$ cat src/rtl/watchdog_pkg.sv
// Shared types and constants for the watchdog eigen pipeline.
package watchdog_pkg;

  localparam int unsigned REGIME_W   = 3;
  localparam int unsigned EIG_DATA_W = 32;

  typedef enum logic [2:0] {
    ST_IDLE,
    ST_C_ACK,
    ST_C_RUN,
    ST_O_ACK,
    ST_O_RUN
  } eig_seq_state_t;

endpackage

$ cat src/rtl/seq_timer.sv
// Per-state wait counter: clear on state entry, count while waiting, flag the last allowed cycle.
module seq_timer #(
  parameter int unsigned TIMEOUT_CYC = 1024
) (
  input  logic clk,
  input  logic rst_n,
  input  logic clr,
  input  logic en,
  output logic expire
);

  localparam int unsigned CNT_W = $clog2(TIMEOUT_CYC);

  logic [CNT_W-1:0] cnt;

  always_ff @(posedge clk or negedge rst_n) begin
    if (!rst_n) begin
      cnt <= '0;
    end else if (clr) begin
      cnt <= '0;
    end else if (en) begin
      cnt <= cnt + CNT_W'(1);
    end
  end

  assign expire = (cnt == CNT_W'(TIMEOUT_CYC - 1));

endmodule

$ cat src/rtl/eig_sequencer.sv
// Sequences param load -> eig_core -> output_loader with a one-deep request buffer.
// Optional stage timeout is compiled in with `define EIG_SEQ_TIMEOUT_EN.
module eig_sequencer
  import watchdog_pkg::*;
#(
  parameter int unsigned DATA_W      = EIG_DATA_W,
  parameter int unsigned TIMEOUT_CYC = 1024
) (
  input  logic                clk,
  input  logic                rst_n,
  input  logic                ena,
  input  logic                pl_valid,
  output logic                pl_busy,
  output logic                core_start,
  input  logic                core_busy,
  input  logic [DATA_W-1:0]   core_kappa,
  input  logic [DATA_W-1:0]   core_inv_kappa,
  input  logic [REGIME_W-1:0] core_regime,
  output logic                ol_start,
  input  logic                ol_busy,
  output logic [DATA_W-1:0]   ol_word_a,
  output logic [DATA_W-1:0]   ol_word_b,
  output logic [REGIME_W-1:0] ol_mode,
  input  logic                status_clr,
  output logic                overrun,
  output logic                timeout
);

  eig_seq_state_t state, state_nxt;

  logic pending, pending_nxt;
  logic core_go, capture, overrun_set, to_flag, expire;
  logic core_start_q, ol_start_q, pl_busy_q, overrun_q;
  logic [DATA_W-1:0]   word_a_q, word_b_q;
  logic [REGIME_W-1:0] mode_q;

  always_comb begin
    state_nxt   = state;
    pending_nxt = pending;
    core_go     = 1'b0;
    capture     = 1'b0;
    overrun_set = 1'b0;
    to_flag     = 1'b0;
    if (ena) begin
      unique case (state)
        ST_IDLE: begin
          if (pl_valid || pending) begin
            state_nxt   = ST_C_ACK;
            core_go     = 1'b1;
            // a request arriving while the buffered one is consumed takes its place
            pending_nxt = pending & pl_valid;
          end
        end
        ST_C_ACK: begin
          if (core_busy) begin
            state_nxt = ST_C_RUN;
          end else if (expire) begin
            state_nxt = ST_IDLE;
            to_flag   = 1'b1;
          end
        end
        ST_C_RUN: begin
          if (!core_busy) begin
            state_nxt = ST_O_ACK;
            capture   = 1'b1;
          end else if (expire) begin
            state_nxt = ST_IDLE;
            to_flag   = 1'b1;
          end
        end
        ST_O_ACK: begin
          if (ol_busy) begin
            state_nxt = ST_O_RUN;
          end else if (expire) begin
            state_nxt = ST_IDLE;
            to_flag   = 1'b1;
          end
        end
        ST_O_RUN: begin
          if (!ol_busy) begin
            state_nxt = ST_IDLE;
          end else if (expire) begin
            state_nxt = ST_IDLE;
            to_flag   = 1'b1;
          end
        end
        default: state_nxt = ST_IDLE;
      endcase
      if (state != ST_IDLE && pl_valid) begin
        if (pending) overrun_set = 1'b1;
        else         pending_nxt = 1'b1;
      end
    end
  end

  always_ff @(posedge clk or negedge rst_n) begin
    if (!rst_n) begin
      state        <= ST_IDLE;
      pending      <= 1'b0;
      core_start_q <= 1'b0;
      ol_start_q   <= 1'b0;
      pl_busy_q    <= 1'b0;
      overrun_q    <= 1'b0;
      word_a_q     <= '0;
      word_b_q     <= '0;
      mode_q       <= '0;
    end else if (ena) begin
      state        <= state_nxt;
      pending      <= pending_nxt;
      core_start_q <= core_go;
      ol_start_q   <= capture;
      pl_busy_q    <= (state_nxt != ST_IDLE);
      overrun_q    <= overrun_set | (overrun_q & ~status_clr);
      if (capture) begin
        word_a_q <= core_kappa;
        word_b_q <= core_inv_kappa;
        mode_q   <= core_regime;
      end
    end
  end

  // pulse registers hold while disabled, so a due start is emitted once ena returns
  assign core_start = core_start_q & ena;
  assign ol_start   = ol_start_q & ena;
  assign pl_busy    = pl_busy_q;
  assign overrun    = overrun_q;
  assign ol_word_a  = word_a_q;
  assign ol_word_b  = word_b_q;
  assign ol_mode    = mode_q;

`ifdef EIG_SEQ_TIMEOUT_EN
  logic timeout_q;

  seq_timer #(
    .TIMEOUT_CYC(TIMEOUT_CYC)
  ) u_timer (
    .clk   (clk),
    .rst_n (rst_n),
    .clr   (ena && (state_nxt != state)),
    .en    (ena && (state != ST_IDLE)),
    .expire(expire)
  );

  always_ff @(posedge clk or negedge rst_n) begin
    if (!rst_n) begin
      timeout_q <= 1'b0;
    end else if (ena) begin
      timeout_q <= to_flag | (timeout_q & ~status_clr);
    end
  end

  assign timeout = timeout_q;
`else
  logic unused_timeout_cfg;

  assign expire             = 1'b0;
  assign timeout            = 1'b0;
  assign unused_timeout_cfg = ^{TIMEOUT_CYC, to_flag};
`endif

endmodule

$ cat config.mk
export PLATFORM = sky130hd
export DESIGN_NAME = eig_sequencer
export DESIGN_NICKNAME = d
export VERILOG_FILES = /design/src/rtl/watchdog_pkg.sv /design/src/rtl/seq_timer.sv /design/src/rtl/eig_sequencer.sv
export SDC_FILE = /design/constraint.sdc
export NUM_CORES = 1
export LEC_CHECK = 0
export CAP_MARGIN = 10
export CORE_ASPECT_RATIO = 0.8
export CORE_MARGIN = 2
export CORE_UTILIZATION = 36
export CTS_CLUSTER_DIAMETER = 100
export DETAILED_ROUTE_END_ITERATION = 10
export MAX_ROUTING_LAYER = met4
export PLACE_DENSITY_LB_ADDON = 0.15
export SYNTH_ARGS = -nofsm -noshare
export SYNTH_HDL_FRONTEND = slang
export SYNTH_HIERARCHICAL = 1
export SYNTH_SLANG_ARGS = --single-unit
$ cat constraint.sdc
create_clock -name clk -period 1.5 [get_ports clk]
set_input_delay 0.3 -clock clk [delete_from_list [all_inputs] [get_ports clk]]
set_output_delay 0.3 -clock clk [all_outputs]
set_load 0.02 [all_outputs]
Word-level counts from Yosys, hierarchy flattened

Cells that the tools add are included.

Input port bits: 74
Flip-flop bits (word level): 75
Output and inout bits: 72
Logic and storage cells: 44

Equality and inequality tests: 4
Bitwise operators: 6
Reduce and logical (&&, ||, !) cells: 6
Mux-type cells: 19

Operators by type and width:

| cell                                                 | count |
|---|---|
| 2-to-1 mux 3 bit                                     | 6 |
| one-hot mux 3 bit (5 select lines)                   | 1 |
| 2-to-1 mux 1 bit                                     | 12 |
| equality test 3 x 2 -> 1 bit (second input constant) | 2 |
| nonzero test 3 bit                                   | 2 |
| bitwise AND 1 bit                                    | 4 |
| equality test 3 x 1 -> 1 bit (second input constant) | 1 |
| equality test 3 bit (second input constant)          | 1 |
| logical NOT 3 bit                                    | 1 |
| AND reduction 2 bit                                  | 1 |
| logical AND 1 bit                                    | 1 |
| logical OR 1 bit                                     | 1 |
| inverter 1 bit                                       | 1 |
| bitwise OR 1 bit                                     | 1 |

Logic depth before layout (Yosys ltp)

Depth after elaboration: 5
Gate-level depth with buffers: 6
Gate-level depth less buffers: 3

Least setup slack after synthesis

No wires, ideal clock.

Kind: flip-flop to flip-flop
From: register state[0]
To: register word_b_q[12] (netlist: ol_word_b[12])
Data arrival time: 1.477 ns
Data required time: 1.373 ns
Cell stages (with the launch flop): 6
Clock period less this slack: 1.604 ns
Slack: -0.104 ns
Library setup time: 0.127 ns
Cells stage by stage: dfrtp_1 buf_2 nor4_4 buf_6 buf_6 mux2_1

Longest elaborated chain between the ends: 4

RTL lines:

| what                                 | RTL line             | source |
|---|---|---|
| from (decl)                          | eig_sequencer.sv:29  | `eig_seq_state_t state, state_nxt;` |
| from (signal assigned)               | eig_sequencer.sv:108 | `state <= state_nxt;` |
| equality test 3 x 2 -> 1 bit         | eig_sequencer.sv:45  | `unique case (state)` |
| 2-to-1 mux 1 bit                     | eig_sequencer.sv:45  |  |
| 2-to-1 mux 1 bit                     | eig_sequencer.sv:44  | `if (ena) begin` |
| AND reduction 2 bit (no source line) | -                    |  |
| to (signal assigned)                 | eig_sequencer.sv:116 | `word_b_q <= core_inv_kappa;` |
| to (decl)                            | eig_sequencer.sv:34  | `logic [DATA_W-1:0] word_a_q, word_b_q;` |

Every way passes these cells.
A chain may end at the register's enable or synchronous reset.

Final worst setup path

From: register state[2]
To: register word_b_q[24] (netlist: ol_word_b[24])

The elaborated chain is that of the path after synthesis.

==> impl_metrics.tcl <==
set metrics [dict create \
    outcome "finished with violations" \
    violations "negative setup slack" \
    grt_max_degree 30 \
    period_needed_ns 1.57 \
    dr.pass1.iters 4 \
    path_cells "nor4_4 > buf_6 > buf_12 > buf_16 > mux2_4" \
    synth-edff-count 0 \
    nets 430 \
    ys_types 28 \
    wl_mm 7.44 \
    setup_violations 57 \
    reg2reg_slack_ns -0.07 \
    grt_usage_pct 17.7 \
    final_cell_area_um2 5030 \
    slowest_stage "dfrtp_2" \
    pre_cts_slack_ns -0.501 \
    wire_per_inst_um 15.9 \
    port_buffers 144 \
    gr-total-overflow 0 \
    utilization_pct 63.3 \
    dr_total_vias 2155 \
    p_per_area_nw_per_um2 1990 \
    cp_slowest_stage_delay_ns 0.42 \
    cp_top_family "buffers and inverters" \
    grt_pass1_wl_mm 11.8 \
    avgSynthCellArea_um2 15.5 \
    fmax_ghz 0.636 \
    synthFlopType "dfrtp_1" \
    critPathMaxFanout 5 \
    clockRootBuffer "clkbuf_8" \
    slew_viol_final 0 \
    die_h_um 84.9 \
    antenna_found_initial 0 \
    crit_path_end_kind "flop" \
    p_leak_nw 2.31 \
    cts_tree "built" \
    met2_usage_pct 26.4 \
    r2r_end "ol_word_b[24]" \
    synth-async-reset-ratio_pct 100 \
    clock_skew_ns 0.00615 \
    rows 29 \
    timing.hold.ws_ns 0.397 \
    vdd.ir_drop.worst_v 0.00109 \
    use_met3_pct 6.37 \
    via_per_inst 4.59 \
    finalWorstSetupSlack_ns -0.0735 \
    num_io_pins 146 \
    dp_hpwl_mm 5.24 \
    finalNonFillerCells 469 \
    core_um2 7950 \
    worst_setup_path_start_kind "flop" \
    dpl.cell_count 447 \
    cp_num_buf_inv 3 \
    synth-seq-cells 75 \
    power_mw 10.0 \
    synthTopCellsByCount "dfrtp_1, mux2_2, mux2_1" \
    synth.area.top_cells "dfrtp_1, mux2_2, mux2_1" \
    synth_nets 264 \
    grtUsageMet1_pct 22.9 \
    top_usage_layer "met2" \
    crit_required_ns 1.73 \
    min_path_type "in -> async" \
    syn_to_final_growth_pct 70.9 \
    hold_viol 0 \
    worst_ep_arrival_time_ns 1.80 \
    start_util_pct 37.0 \
    clock-sinks 75 \
    rsz0062_at_grt "true" \
    synth_top_cell_by_area "dfrtp_1" \
    ys.warnings.count 6 \
    postSynthCellCount 190 \
    post-route-period-util_pct 105 \
    rr_worst_depth 5 \
    yosysTopAreaCellShare_pct 63.8 \
    die_w_um 105 \
    path_clk_slew_ns 0.08 \
    crit_type "reg -> reg" \
    drtIter0Drc 62 \
    drc 0 \
    cts_max_path_buffers 2 \
    syn_area_um2 2940 \
    r2r_start "state[2]" \
    insertedDiodeCount 0 \
    insertion_delay_ns 0.34 \
    cts_buffers 9 \
    h-tree-depth 3 \
    drtAntennaViolNets 0 \
    finalWeightedCongestion 0.817 \
    ys_seq_area_share_pct 63.8 \
    first_global_vias 2388 \
    dpl_cell_area_um2 4630 \
    synthMostInstantiatedCell "dfrtp_1" \
    maxCapViolCount 0 \
    dieArea_um2 8920 \
    drive_gt1_share_pct 30.2 \
    tns_ns -2.65 \
]
==> sequential cells by signal, indices dropped and copies added, names as in the netlist <==
register,cells
state,3
overrun,1
core_start_q,1
ol_start_q,1
ol_word_b,32
pl_busy,1
pending,1
ol_word_a,32
ol_mode,3
==> worst max path at each step <==
stage          startpoint             to  slack (ns)  depth (start not counted)
3_5_place_dp          ena   ol_word_b[7]       -0.50                          6
5_1_grt          state[2]  ol_word_a[19]       -0.14                          4
3_3_place_gp          ena   ol_word_a[1]       -0.47                          6
4_1_cts          state[2]  ol_word_a[19]       -0.09                          4
2_1_floorplan    state[2]  ol_word_b[12]       -0.07                          4
6_report         state[2]  ol_word_b[24]       -0.07                          5
==> area by class of cell <==
type                    count  area [um2]
clock inverters             4        72.6
fillers                   629        2920
inverters                   2        7.51
multi-input cells         102        1110
clock buffers              12         155
well taps                 108         135
flip-flops and latches     75        1880
repair buffers            166        1670
==> logic make-up after synthesis <==
group,after synthesis,share of synthesized area (%)
AO/OA/AOI/OAI,16,3.49
flip-flops,75,63.8
other,1,0.127
buffers and inverters,13,3.15
AND/OR/NAND/NOR,17,3.49
multiplexers,68,26.0
==> what timing repair did <==
| action | in CTS | in global routing |
|---|---|---|
| setup endpoints to repair | 138 | 69 |
| hold endpoints to repair | 22 | 0 |
| setup buffers | 2 | 0 |
| gates resized for setup | 95 | 23 |
| hold buffers | 1 | 0 |
| cloned | 1 | 2 |
==> worst register-to-register path: cells and delay by family, from the launching register on <==
kind / cells / cell delay [ns]
flops: 1 / 0.42
mux: 1 / 0.29
buf+inv: 3 / 0.42
simple gates: 1 / 0.32
==> where the power goes <==
part	switching (mW)	internal, mW
logic	2.31	2.42
registers	0.498	3.01
clock network	0.734	1.03
total	3.54	6.46
==> layer usage <==
metal  routed length [um]  vias to the layer above  part of all wire [%]
li1                     -                      998                     -
met1                 3510                     1064                    47
met2                 3380                       83                    45
met3                  455                       10                   6.1
met4                   99                        0                   1.3
met5                    0                        -                     0
==> layout by cell type, fill, tap and decap left out, drive strengths merged <==
master / count
clkinvlp: 1
clkdlybuf4s15: 1
a22oi: 1
a31oi: 1
dlygate4sd3: 1
nand2: 6
nor4: 1
conb: 1
o2bb2ai: 1
dlygate4sd2: 71
clkinv: 1
clkdlybuf4s50: 70
or2: 1
o21ai: 5
a311oi: 1
nor2b: 1
bufinv: 2
mux2: 67
nand4: 1
and2: 2
a21oi: 3
inv: 2
a21o: 2
clkbuf: 15
dfrtp: 75
buf: 20
nor3b: 1
a211oi: 1
mux2i: 1
a41oi: 1
or3: 2
nor2: 2
Note: power is estimated with default switching activity, not from simulation.
